### src/rtl/fifo_share_arbiter.sv
// Round-robin arbiter that shares one downstream FIFO between NUM_IN AXI-stream producers.
// Each beat is tagged with its source index, producers are throttled near full, and an occupancy high-water mark is kept.
module fifo_share_arbiter #(
  parameter int NUM_IN       = 4,
  parameter int WIDTH        = 8,
  parameter int IDW          = 2,
  parameter int BURST        = 16,
  parameter int DEPTH        = 16384,
  parameter int COUNT_W      = 14,
  parameter int AFULL_MARGIN = 4
) (
  input  logic                      ap_clk,
  input  logic                      ap_rst_n,
  input  logic [NUM_IN*WIDTH-1:0]   in_TDATA,
  input  logic [NUM_IN-1:0]         in_TVALID,
  output logic [NUM_IN-1:0]         in_TREADY,
  output logic [WIDTH-1:0]          fifo_TDATA,
  output logic [IDW-1:0]            fifo_TID,
  output logic                      fifo_TVALID,
  input  logic                      fifo_TREADY,
  input  logic [COUNT_W-1:0]        fifo_count,
  output logic [NUM_IN-1:0]         grant,
  output logic [COUNT_W-1:0]        hwm,
  input  logic                      hwm_clear
);

  localparam int BCW   = (BURST > 1) ? $clog2(BURST) : 1;
  localparam int THR_I = DEPTH - AFULL_MARGIN;
  localparam logic [COUNT_W:0] THR       = THR_I[COUNT_W:0];
  localparam logic [BCW-1:0]   LAST_BEAT = BCW'(BURST - 1);
  localparam logic [IDW-1:0]   LAST_IDX  = IDW'(NUM_IN - 1);

  typedef enum logic [0:0] {S_IDLE = 1'b0, S_GRANT = 1'b1} state_t;

  state_t              r_state, w_state_nxt;
  logic [NUM_IN-1:0]   r_grant, w_grant_nxt;
  logic [IDW-1:0]      r_last, w_last_nxt, w_pick_idx;
  logic [BCW-1:0]      r_beat_cnt, w_beat_cnt_nxt;
  logic                w_pick_found;
  logic                r_out_valid;
  logic [WIDTH-1:0]    r_out_data;
  logic [IDW-1:0]      r_out_id;
  logic [COUNT_W-1:0]  r_hwm;
  logic [COUNT_W:0]    w_occ;
  logic                w_throttle, w_slot_free, w_open, w_cur_valid, w_accept;
  logic [WIDTH-1:0]    w_cur_data;

  // The held output beat counts as occupancy so the FIFO can never be overrun by it.
  assign w_occ       = {1'b0, fifo_count} + {{COUNT_W{1'b0}}, r_out_valid};
  assign w_throttle  = (w_occ >= THR);
  assign w_slot_free = ~r_out_valid | fifo_TREADY;
  assign w_open      = (r_state == S_GRANT) & w_slot_free & ~w_throttle;
  assign in_TREADY   = w_open ? r_grant : {NUM_IN{1'b0}};
  assign w_cur_valid = in_TVALID[r_last];
  assign w_cur_data  = in_TDATA[r_last*WIDTH +: WIDTH];
  assign w_accept    = w_open & w_cur_valid;

  assign fifo_TVALID = r_out_valid;
  assign fifo_TDATA  = r_out_data;
  assign fifo_TID    = r_out_id;
  assign grant       = r_grant;
  assign hwm         = r_hwm;

  // Round-robin search: scanned from farthest to nearest so the nearest valid index after r_last wins.
  always_comb begin
    w_pick_found = 1'b0;
    w_pick_idx   = '0;
    for (int k = NUM_IN; k >= 1; k--) begin
      w_pick_found = w_pick_found | in_TVALID[(int'(r_last) + k) % NUM_IN];
      w_pick_idx   = in_TVALID[(int'(r_last) + k) % NUM_IN] ?
                     IDW'((int'(r_last) + k) % NUM_IN) : w_pick_idx;
    end
  end

  // Grant FSM next-state: bounded bursts, idle-producer release, frozen while throttled.
  always_comb begin
    w_state_nxt    = r_state;
    w_grant_nxt    = r_grant;
    w_last_nxt     = r_last;
    w_beat_cnt_nxt = r_beat_cnt;
    case (r_state)
      S_IDLE: begin
        if (w_pick_found && !w_throttle) begin
          w_state_nxt             = S_GRANT;
          w_grant_nxt             = '0;
          w_grant_nxt[w_pick_idx] = 1'b1;
          w_last_nxt              = w_pick_idx;
          w_beat_cnt_nxt          = '0;
        end else begin
          w_state_nxt = S_IDLE;
        end
      end
      S_GRANT: begin
        if (w_accept && (r_beat_cnt == LAST_BEAT)) begin
          w_state_nxt    = S_IDLE;
          w_grant_nxt    = '0;
          w_beat_cnt_nxt = '0;
        end else if (w_accept) begin
          w_beat_cnt_nxt = r_beat_cnt + BCW'(1);
        end else if (w_slot_free && !w_throttle && !w_cur_valid) begin
          w_state_nxt    = S_IDLE;
          w_grant_nxt    = '0;
          w_beat_cnt_nxt = '0;
        end else begin
          w_state_nxt = S_GRANT;
        end
      end
      default: begin
        w_state_nxt    = S_IDLE;
        w_grant_nxt    = '0;
        w_beat_cnt_nxt = '0;
      end
    endcase
  end

  // Grant FSM state registers.
  always_ff @(posedge ap_clk or negedge ap_rst_n) begin
    if (!ap_rst_n) begin
      r_state    <= S_IDLE;
      r_grant    <= '0;
      r_last     <= LAST_IDX;
      r_beat_cnt <= '0;
    end else begin
      r_state    <= w_state_nxt;
      r_grant    <= w_grant_nxt;
      r_last     <= w_last_nxt;
      r_beat_cnt <= w_beat_cnt_nxt;
    end
  end

  // Single output stage: loads on accept (even while draining), holds under backpressure.
  always_ff @(posedge ap_clk or negedge ap_rst_n) begin
    if (!ap_rst_n) begin
      r_out_valid <= 1'b0;
      r_out_data  <= '0;
      r_out_id    <= '0;
    end else if (w_accept) begin
      r_out_valid <= 1'b1;
      r_out_data  <= w_cur_data;
      r_out_id    <= r_last;
    end else if (fifo_TREADY) begin
      r_out_valid <= 1'b0;
    end else begin
      r_out_valid <= r_out_valid;
    end
  end

  // Occupancy high-water mark; clear wins over update.
  always_ff @(posedge ap_clk or negedge ap_rst_n) begin
    if (!ap_rst_n) begin
      r_hwm <= '0;
    end else if (hwm_clear) begin
      r_hwm <= '0;
    end else if (fifo_count > r_hwm) begin
      r_hwm <= fifo_count;
    end else begin
      r_hwm <= r_hwm;
    end
  end

endmodule

### config.mk
export PLATFORM = sky130hd
export DESIGN_NAME = fifo_share_arbiter
export DESIGN_NICKNAME = d
export VERILOG_FILES = /design/src/rtl/fifo_share_arbiter.sv
export SDC_FILE = /design/constraint.sdc
export NUM_CORES = 1
export LEC_CHECK = 0
export CORE_UTILIZATION = 40
export CTS_BUF_LIST = sky130_fd_sc_hd__clkbuf_8
export DETAILED_ROUTE_END_ITERATION = 8
export GPL_ROUTABILITY_DRIVEN = 0
export GPL_TIMING_DRIVEN = 0
export PLACE_DENSITY = 0.72
export SKIP_CTS_REPAIR_TIMING = 1
export SYNTH_ARGS = -nofsm -noshare
export SYNTH_HDL_FRONTEND = slang
export SYNTH_SLANG_ARGS = --single-unit
### constraint.sdc
create_clock -name ap_clk -period 4.6 [get_ports ap_clk]
set_input_delay 1.38 -clock ap_clk [delete_from_list [all_inputs] [get_ports ap_clk]]
set_output_delay 1.38 -clock ap_clk [all_outputs]
set_load 0.01 [all_outputs]
==> results.md <==
* Run status: completed
* Pwr Total at 1.68 mW
* Pwr per Cell Area at 456 nW/um^2
* Leakage at 1.65 nW
* Post-synth EDFFs at 0
* Max Clk Rate at 0.222 GHz
* Syn Inst Count at 242
* CTS tree: built
* Internal at 1.09 mW
* Worst Skew at 0.00440 ns
* Residual DRC at 0
* Synth top cells by count: dfrtp_1, nand2b_1, inv_1, ha_1, mux2i_1
* Post-Synth Adder-Cell Area at 8.26%
* Setup violators final at 0
* Worst-path fanout max at 6
* Layout cells sized above 1 at 16.1%
* Dominant synthesized flop cell: dfrtp_1
* Grt ovf at 0
* Crit path launch type: input pin
* Post-synthesis mux area share at 20.9%
* Final Slew Violations at 0
* Main combinational cell family by area after synthesis: multiplexers
* DP HPWL at 4.86 mm
* Fin. Hold Viols at 0
* Tmin final at 4.50 ns
* Drt first-iter violations at 115
* Cell variety after synth at 48
* Switch share at 35.0%
* Finished Cell Area at 3680 um^2
* Die Span X at 82.2 um
* Measured slew at the worst slew-check pin at 0.812 ns
* Final Net Count at 405
* Die height at 82.2 um
* Worst IR drop on VDD at 0.000303 V
* Drt total wl at 6.33 mm
* Worst skew pair latency at 0.29 ns
* Fin Setup TNS at 0 ns
* Initial antenna violation count at 0
* Global-route wire length before repair at 9.78 mm
* H-tree level count at 2
* Count leader, synth: dfrtp_1
* CTS max path bufs at 2
* Unrepaired setup endpoints after global routing: false
* Clock slew at reported path FFs at 0.07 ns
* Req. time, crit path at 3.22 ns
* Clock Power Share at 16.6%
* MaxCap Viol Count at 0
* Vias per cell at 5.38
* Via count at 2204
* HP Class: reg2reg
* Seq/Total Area, Yosys at 35.1%
* Row count at 28
* Top cells by area, synth: dfrtp_1, ha_1, nand2b_1, mux4_2, mux2i_1
* CP delay by family, top: simple AND/OR/NAND/NOR gates
* Seq pwr share at 30.6%
* Synth area leader: dfrtp_1
* Simple logic cell fraction of the synthesized area at 18.9%
* Clock sinks at 36
* Full die area at 6760 um^2
* Syn_nets at 313
* Mapped cell area at 2570 um^2
* Slew headroom at 45.9%
* Avg Cell Area, Syn at 10.6 um^2
* Gate power share at 52.8%
* Initial Utilization at 42.5%
* Routed len/inst at 15.4 um
* Top Ports at 87
* Synth Area in XOR/XNOR at 0.972%
* Top cell type's share of synthesized area at 33.1%
* Setup CP Type: in2out
* Area fraction in compound gates after synthesis at 11.5%
* Post-synth ARST share at 100%
* Core area at 6060 um^2
* Buffers added on ports at 85
* Period utilization at 97.9%
* Slowest cell on crit path: clkdlybuf4s50_1
* Total CTS buffers at 5
* Vias in the first global route at 2000
* CP endpoint kind: output pin
* Syn. warnings at 0
* Sw Pwr at 587 uW
* Critical Path, Cell by Cell: clkdlybuf4s50_1, nand4_1, or2_4, or3_4, and3_1, dlymetal6s2s_1
* Worst Path Buf+Inv at 2
* Clock root buffer: clkbuf_8
* Area grow syn2layout at 43.1%
* Pin count of the biggest net entering global routing at 37
* DR pass1 iterations at 4
* Placement Cell Area at 3510 um^2
* GRT Total Usage at 19.4%
* Worst path max stage delay at 0.53 ns
* Critical Path AT at 3.12 ns
* Post-DRT Antenna Nets at 0
* Number of inserted diodes at 0
* #FFs+latches synth at 36
==> state kept, by name, summed over array words and instances (netlist names) <==
name	cells
fifo_TDATA	8
r_last	2
grant	4
hwm	14
fifo_TID	2
r_state	1
fifo_TVALID	1
r_beat_cnt	4
==> power groups by stage <==
stage / registers (mW) / clock network, mW / logic, mW
2_1_floorplan: 0.538 / 0 / 0.525
6_report: 0.514 / 0.278 / 0.886
3_3_place_gp: 0.512 / 0 / 0.880
3_5_place_dp: 0.518 / 0 / 0.891
4_1_cts: 0.512 / 0.285 / 0.895
5_1_grt: 0.531 / 0.300 / 0.967
==> final timing paths <==
path / start / endpoint / slack [ns] / cells past startpoint
min: fifo_TDATA[0] / fifo_TDATA[0] / 0.51 / 1
max reg2reg: fifo_TVALID / fifo_TDATA[3] / 2.38 / 8
min reg2reg: fifo_TDATA[0] / fifo_TDATA[0] / 0.51 / 1
max in group asynchronous: ap_rst_n / hwm[10] / 2.91 / 1
max: fifo_count[11] / in_TREADY[0] / 0.1 / 6
min in group asynchronous: ap_rst_n / hwm[7] / 1.18 / 1
==> area by class of cell <==
class / instances / area [um^2]
Inverter: 18 / 67.6
Tap cell: 75 / 93.8
Fill cell: 542 / 2380
Multi-Input combinational cell: 179 / 1600
Timing Repair Buffer: 85 / 866
Buffer: 9 / 45.0
Sequential cell: 36 / 903
Clock inverter: 3 / 38.8
Clock buffer: 5 / 68.8
==> routing by layer <==
layer	share of wire [%]	vias up	global-route usage [%]
met1	45	1081	27.5
li1	-	1065	-
met5	0	-	0
met4	0.93	0	4.21
met2	50	51	30.6
met3	3.8	7	3.63
==> per-stage QoR <==
step | util, % | hold slack (ns) | worst slack (ns) | std cells
floorplan | - | 0.503 | 0.445 | 242
global placement | 58.1 | 0.487 | -0.681 | 402
detailed placement | 58.0 | 0.492 | -0.732 | 402
CTS | 59.7 | 0.510 | -0.730 | 410
global route | 60.8 | 0.541 | 0.00206 | 410
finish | 60.8 | 0.507 | 0.0957 | 410
==> worst register-to-register path: stages, from the launching register on <==
cell	delay (ns)
dfrtp_1	0.43
ha_4	0.19
ha_1	0.21
nand2b_1	0.19
a21oi_4	0.18
o2111ai_2	0.21
nand4_4	0.18
buf_6	0.17
mux2_2	0.35
==> placed cells by master (no fill, tap or decap), drive strengths merged, types with 8 or more instances in the layout <==
cell type / Yosys / final
nand2b: 33 / 33
and3: 9 / 9
mux4: 9 / 9
mux2i: 14 / 14
clkbuf: 5 / 11
ha: 17 / 17
dlymetal6s2s: 0 / 10
a21oi: 8 / 8
mux2: 16 / 16
nand4: 8 / 8
inv: 18 / 19
clkdlybuf4s50: 0 / 73
dfrtp: 34 / 34
nand2: 9 / 9
==> logic make-up (layout without fill, tap and decap cells) <==
| family | after synthesis | count (layout) |
|---|---|---|
| flip-flops | 36 | 36 |
| adder cells (fa/ha/maj) | 17 | 17 |
| multiplexers | 39 | 39 |
| XOR/XNOR | 2 | 2 |
| AO/OA/AOI/OAI | 39 | 39 |
| buffers and inverters | 27 | 120 |
| AND/OR/NAND/NOR | 82 | 82 |
No activity file was read; power rests on OpenSTA's default activity.
==> RTL change 1, RTL diff (same settings) <==
Set the parameter `NUM_IN` to 3 (it was 4).
--- a/src/rtl/fifo_share_arbiter.sv
+++ b/src/rtl/fifo_share_arbiter.sv
@@ -2,5 +2,5 @@
 // Each beat is tagged with its source index, producers are throttled near full, and an occupancy high-water mark is kept.
 module fifo_share_arbiter #(
-  parameter int NUM_IN       = 4,
+  parameter int NUM_IN       = 3,
   parameter int WIDTH        = 8,
   parameter int IDW          = 2,
Interface: changed (resized grant, in_TDATA, in_TREADY and in_TVALID); port bits go from 87 to 76. The function was not compared with the original's and may differ.
==> RTL change 1 against the original RTL <==
Worst setup slack got worse by 140 ps. Wire length fell by 2.1%. Combinational power fell by 1%. The flow now finishes with violations (setup timing). Sequential cell count fell by 1. Final area rose by 0.92%. Highest routed layer unchanged. Synthesized area rose by 1.6%. Synthesized cell count rose by 15%. Sequential power fell by 7.0%. Sequential share of layout area fell by 0.93 points. Critical path type unchanged. Power fell by 6.3%.
==> RTL change 1: results (changes against the original RTL) <==
Outcome - complete, but fails checks
Failing checks - setup timing
Compound-gate portion of the synthesized area - 0.151 (+0.0360)
Starting DRT DRC Count - 149 (+30%)
CP Data Arrival Time - 3270 ps (+150 ps)
Placed cells - 429 (+6.7%)
Yosys warns - 0 (unchanged)
Port bufs - 74 (-13%)
CP Max Fanout - 5 (-1)
Worst-margin pin slew - 769 ps (-43.0 ps)
Number of global-route vias before repair - 2262 (+13%)
# setup viols final - 3 (+3)
Max reg flops - 14 (unchanged)
GRT Total Usage - 0.186 (-0.00793)
Initial antenna violation count - 0 (unchanged)
Antenna diode count - 0 (unchanged)
Mapped Avg Cell Area - 9.41 µm² (-12%)
First-pass GRT wire length - 10700 µm (+9.2%)
Worst VDD drop - 271 µV (-11%)
Post-Synth Adder-Cell Area - 0.0947 (+0.0121)
Most frequent cell after synthesis - dfrtp_1
Async SR Flop Fraction - 1.00 (unchanged)
Yosys cell types - 54 (+13%)
Post-Syn Nets - 342 (+9.3%)
Worst-Skew Late Latency - 290 ps (about the same)
Via density - 5.30 (-1.4%)
Register area share after synthesis - 0.335 (-0.0156)
Clock Path Buffers - 2 (unchanged)
Largest family of logic cells by synthesized area - simple AND/OR/NAND/NOR gates
Final setup margin - -47.7 ps (-143 ps)
Multiplexer share of the synthesized area - 0.147 (-0.0622)
Clock Skew - 5.80 ps (+1.40 ps)
Top cells by area, synth - dfrtp_1 33%, ha_1 9.1%, mux2i_1 8.8%
Wire per inst - 13.9 µm (-10%)
Routed wire length - 6200 µm (-2.1%)
XOR/XNOR Fraction of Synth Area - 0 (-0.00972)
Static leakage - 1.72 nW (+4.8%)
CTS H-tree lvls - 2 (unchanged)
Clock slew at reported path FFs - 70 ps (about the same)
Detailed-placement wirelength estimate - 4590 µm (-5.5%)
Worst min path class - flop to flop
Top post-synthesis cells by count - 34 x dfrtp_1, 31 x nand2b_1, 24 x inv_1
Root Buffer - clkbuf_8
Share of layout cells above drive strength 1 - 0.141 (-0.0203)
Largest net degree at the start of global routing - 36 (-2.7%)
Area post-placement - 3450 µm² (-1.9%)
First-pass DRT Iterations - 4 (unchanged)
CTS buffer count - 5 (unchanged)
Top-area cell type share of the netlist area - 0.325 (-0.00522)
RTL change 1: routing by layer:
metal  wire [µm]  part of all wire  vias to the layer above  track usage
met3         346             0.056                        7       0.0348
li1            -                 -                     1167            -
met4          72             0.012                        0       0.0517
met1        2820              0.46                     1115        0.248
met2        2960              0.48                       74        0.308
met5           0                 0                        -            0
RTL change 1: critical path, stage by stage:
cell and delay, ps:
buf_8 100, ha_4 170, ha_4 170, and4_1 190, and3_1 170, a2111o_1 350, o31ai_4 290, buf_6 160
nor2_4 40, and2_4 140, buf_6 110
RTL change 1: logic make-up after synthesis:
kind of cell	count (synthesis)
simple gates	100
compound gates	55
flops	35
buf+inv	34
mux	34
fa+ha+maj	20
RTL change 1: stage by stage:
stage | worst slack [ps] | setup TNS, ps
global placement | -1270 | -3810
detailed placement | -1270 | -3800
CTS | -1280 | -3830
floorplan | 9.97 | 0
global route | -131 | -389
finish | -47.7 | -141
RTL change 1: path summary, 6_finish.rpt:
check	from	to	slack [ps]	depth (start not counted)
min in group asynchronous	ap_rst_n	hwm[7]	1160	1
max in group asynchronous	ap_rst_n	hwm[11]	2950	1
setup / recovery	fifo_count[0]	in_TREADY[0]	-50	11
hold / removal	fifo_TID[0]	fifo_TID[0]	510	1
setup reg to reg	r_last[0]	grant[2]	1500	8
hold reg to reg	fifo_TID[0]	fifo_TID[0]	510	1
RTL change 1: area by class of cell:
class | count | area (µm²)
tap | 77 | 96.3
clock buffer | 5 | 68.8
clock inverter | 3 | 16.3
multi-input combinational | 209 | 1670
timing repair buffer | 83 | 835
buffer | 10 | 62.6
inverter | 24 | 90.1
fill | 570 | 2600
sequential | 35 | 877
RTL change 1: report_power, final:
part / leakage, nW / internal [mW] / total, mW / switching (mW)
clock: 0.0453 / 0.104 / 0.221 / 0.117
combinational: 1.23 / 0.481 / 0.874 / 0.393
sequential: 0.449 / 0.406 / 0.478 / 0.0717
==> RTL change 2, RTL diff (same flow settings) <==
Made on the original files. Reset style: synchronous (`ap_rst_n`), changed in 3 clocked blocks.
--- a/src/rtl/fifo_share_arbiter.sv
+++ b/src/rtl/fifo_share_arbiter.sv
@@ -115,5 +115,5 @@
 
   // Grant FSM state registers.
-  always_ff @(posedge ap_clk or negedge ap_rst_n) begin
+  always_ff @(posedge ap_clk) begin
     if (!ap_rst_n) begin
       r_state    <= S_IDLE;
@@ -130,5 +130,5 @@
 
   // Single output stage: loads on accept (even while draining), holds under backpressure.
-  always_ff @(posedge ap_clk or negedge ap_rst_n) begin
+  always_ff @(posedge ap_clk) begin
     if (!ap_rst_n) begin
       r_out_valid <= 1'b0;
@@ -147,5 +147,5 @@
 
   // Occupancy high-water mark; clear wins over update.
-  always_ff @(posedge ap_clk or negedge ap_rst_n) begin
+  always_ff @(posedge ap_clk) begin
     if (!ap_rst_n) begin
       r_hwm <= '0;
Behaviour: differs if ap_rst_n is asserted again (counterexample within 4 cycles, from zero or initial values and one cycle with ap_rst_n low); with ap_rst_n held inactive, the same outputs for 4 cycles.
==> RTL change 2 against the original RTL <==
Worst hold slack got worse by 57 ps. Final cell count rose by 12%. Sequential cell count did not move. Worst setup slack got worse by 62 ps. Final area fell by 2.5%. Synthesized area down 6.3%. Wire length rose by 10%.
Power is not compared: it rests on default switching activity, and its combinational part moved more than twofold at a synthesized area within 25%.
==> RTL change 2: results (changes against the original RTL) <==
Outcome - finished clean
Port bufs - 86 (+1.2%)
Worst min path class - flop to flop
Metal-1 WL - 3500 µm (+23%)
Reg-to-reg startpoint - fifo_TVALID
Final Hold Slack - 449 ps (-57.4 ps)
Number of global-route vias before repair - 2231 (+12%)
CP Max Fanout - 5 (-1)
Max reg flops - 14 (unchanged)
EDFF count, synth - 0 (unchanged)
Initial antenna violation count - 0 (unchanged)
Routed wl met3 - 313 µm (+29%)
Worst-margin pin slew - 626 ps (-186 ps)
CP top delay family - simple AND/OR/NAND/NOR gates
Reg2Reg Depth - 10 (+2)
Static leakage - 1.48 nW
Yosys warns - 0 (unchanged)
Crit path from - fifo_count[0]
Worst reg-to-reg setup slack - 1990 ps (-390 ps)
Async SR Flop Fraction - 0 (-1.00)
CP Data Arrival Time - 3190 ps (+70 ps)
GRT Total Usage - 0.220 (+0.0264)
Post-Syn Nets - 359 (+15%)
Critical Path Max Stage Delay - 360 ps (-170 ps)
Min-Delay Endpoint - fifo_TDATA[2]
Routed wire length - 6980 µm (+10%)
Antenna diode count - 0 (unchanged)
Metal2 WL - 3110 µm (-2.4%)
Switching portion of total power - 0.302
First-pass GRT wire length - 10800 µm (+11%)
CTS buffer count - 5 (unchanged)
Detailed-placement wirelength estimate - 5270 µm (+8.4%)
First-pass DRT Iterations - 5 (+1)
Register area share after synthesis - 0.299 (-0.0521)
CTS H-tree lvls - 2 (unchanged)
Starting DRT DRC Count - 172 (+50%)
Clock Skew - 4.56 ps (+0.160 ps)
Yosys cell types - 49 (+2.1%)
Clock slew at reported path FFs - 70 ps (about the same)
Top Metal Used - met4
Top post-synthesis cells by count - 36 x dfxtp_1, 30 x nand3_1, 25 x o21ai_0
Clock Path Buffers - 2 (unchanged)
Final net count - 458 (+13%)
Worst VDD drop - 136 µV
Worst reg2reg endpoint - fifo_TID[1]
Root Buffer - clkbuf_8
Slowest cell on crit path - o31ai_4
Hold Crit Start - fifo_TDATA[2]
Post-route antenna net violation count - 0 (unchanged)
Share of layout cells above drive strength 1 - 0.124 (-0.0375)
Largest net degree at the start of global routing - 13 (-65%)
Hold Crit Depth - 2 (+1)
Top cells by area, synth - dfxtp_1 30%, ha_1 8.8%, mux4_2 7.5%
Worst-Skew Late Latency - 300 ps
Vias - 2512 (+14%)
==> RTL change 2: cell count changes after synthesis, sizes merged, moves of 9 or more <==
cell	change
dfxtp	+36
nand2b	-29
nand3	+26
o21ai	+27
dfrtp	-34
mux2	-14
mux2i	-9
a21boi	+15
nand2	+14
nor2	+12
==> RTL change 2: cell type report <==
cell class / instances / area (µm²)
clock inverters: 3 / 42.5
flip-flops and latches: 36 / 721
inverters: 23 / 86.3
well taps: 72 / 90.1
plain buffers: 13 / 61.3
fillers: 505 / 2050
repair buffers: 92 / 918
multi-input cells: 216 / 1600
clock buffers: 5 / 68.8
==> RTL change 2: power by group through the flow <==
stage                     clock network [mW]  logic (mW)  registers, mW
after floorplan                            0       0.148          0.363
after global placement                     0       0.276          0.357
after detailed placement                   0       0.281          0.357
after CTS                              0.293       0.283          0.350
after global routing                   0.308       0.314          0.354
final                                  0.285       0.288          0.351
==> RTL change 2: worst max-delay path by stage <==
stage | endpoint | slack (ps)
2_1_floorplan | in_TREADY[0] | 240
3_3_place_gp | in_TREADY[2] | -950
3_5_place_dp | in_TREADY[1] | -1000
4_1_cts | in_TREADY[1] | -1010
5_1_grt | in_TREADY[3] | -20
6_report | in_TREADY[3] | 30
==> RTL change 2: cells by family (layout without fill, tap and decap cells) <==
logic type / after synthesis / in the layout / synth area share
flops: 36 / 36 / 0.299
mux: 15 / 15 / 0.105
fa+ha+maj: 17 / 17 / 0.0882
simple gates: 104 / 104 / 0.226
buf+inv: 36 / 136 / 0.0612
compound gates: 80 / 80 / 0.221
==> RTL change 2: stage by stage <==
| step | cell area, µm² | util | setup TNS [ps] | cells | setup WS, ps |
|---|---|---|---|---|---|
| 6_report | 3590 | 0.637 | 0 | 460 | 33.7 |
| 5_1_grt | 3590 | 0.637 | -48.5 | 460 | -23.3 |
| 4_1_cts | 3470 | 0.616 | -4020 | 454 | -1010 |
| 3_5_place_dp | 3360 | 0.596 | -3990 | 446 | -1000 |
| 3_3_place_gp | 3360 | 0.596 | -3800 | 446 | -950 |
| 2_1_floorplan | 2410 | - | 0 | 288 | 238 |
==> RTL change 2: layer usage <==
metal	vias to the layer above	global-route usage
li1	1249	-
met1	1178	0.320
met2	79	0.332
met3	6	0.0423
met4	0	0.0509
met5	-	0
==> RTL change 2: tightest hold or removal path: cells and delay by family, from the launching register on <==
kind,cells,cell delay [ps]
AOI/OAI and AO/OA,1,50
DFF,1,310
and+or+nand+nor,1,50
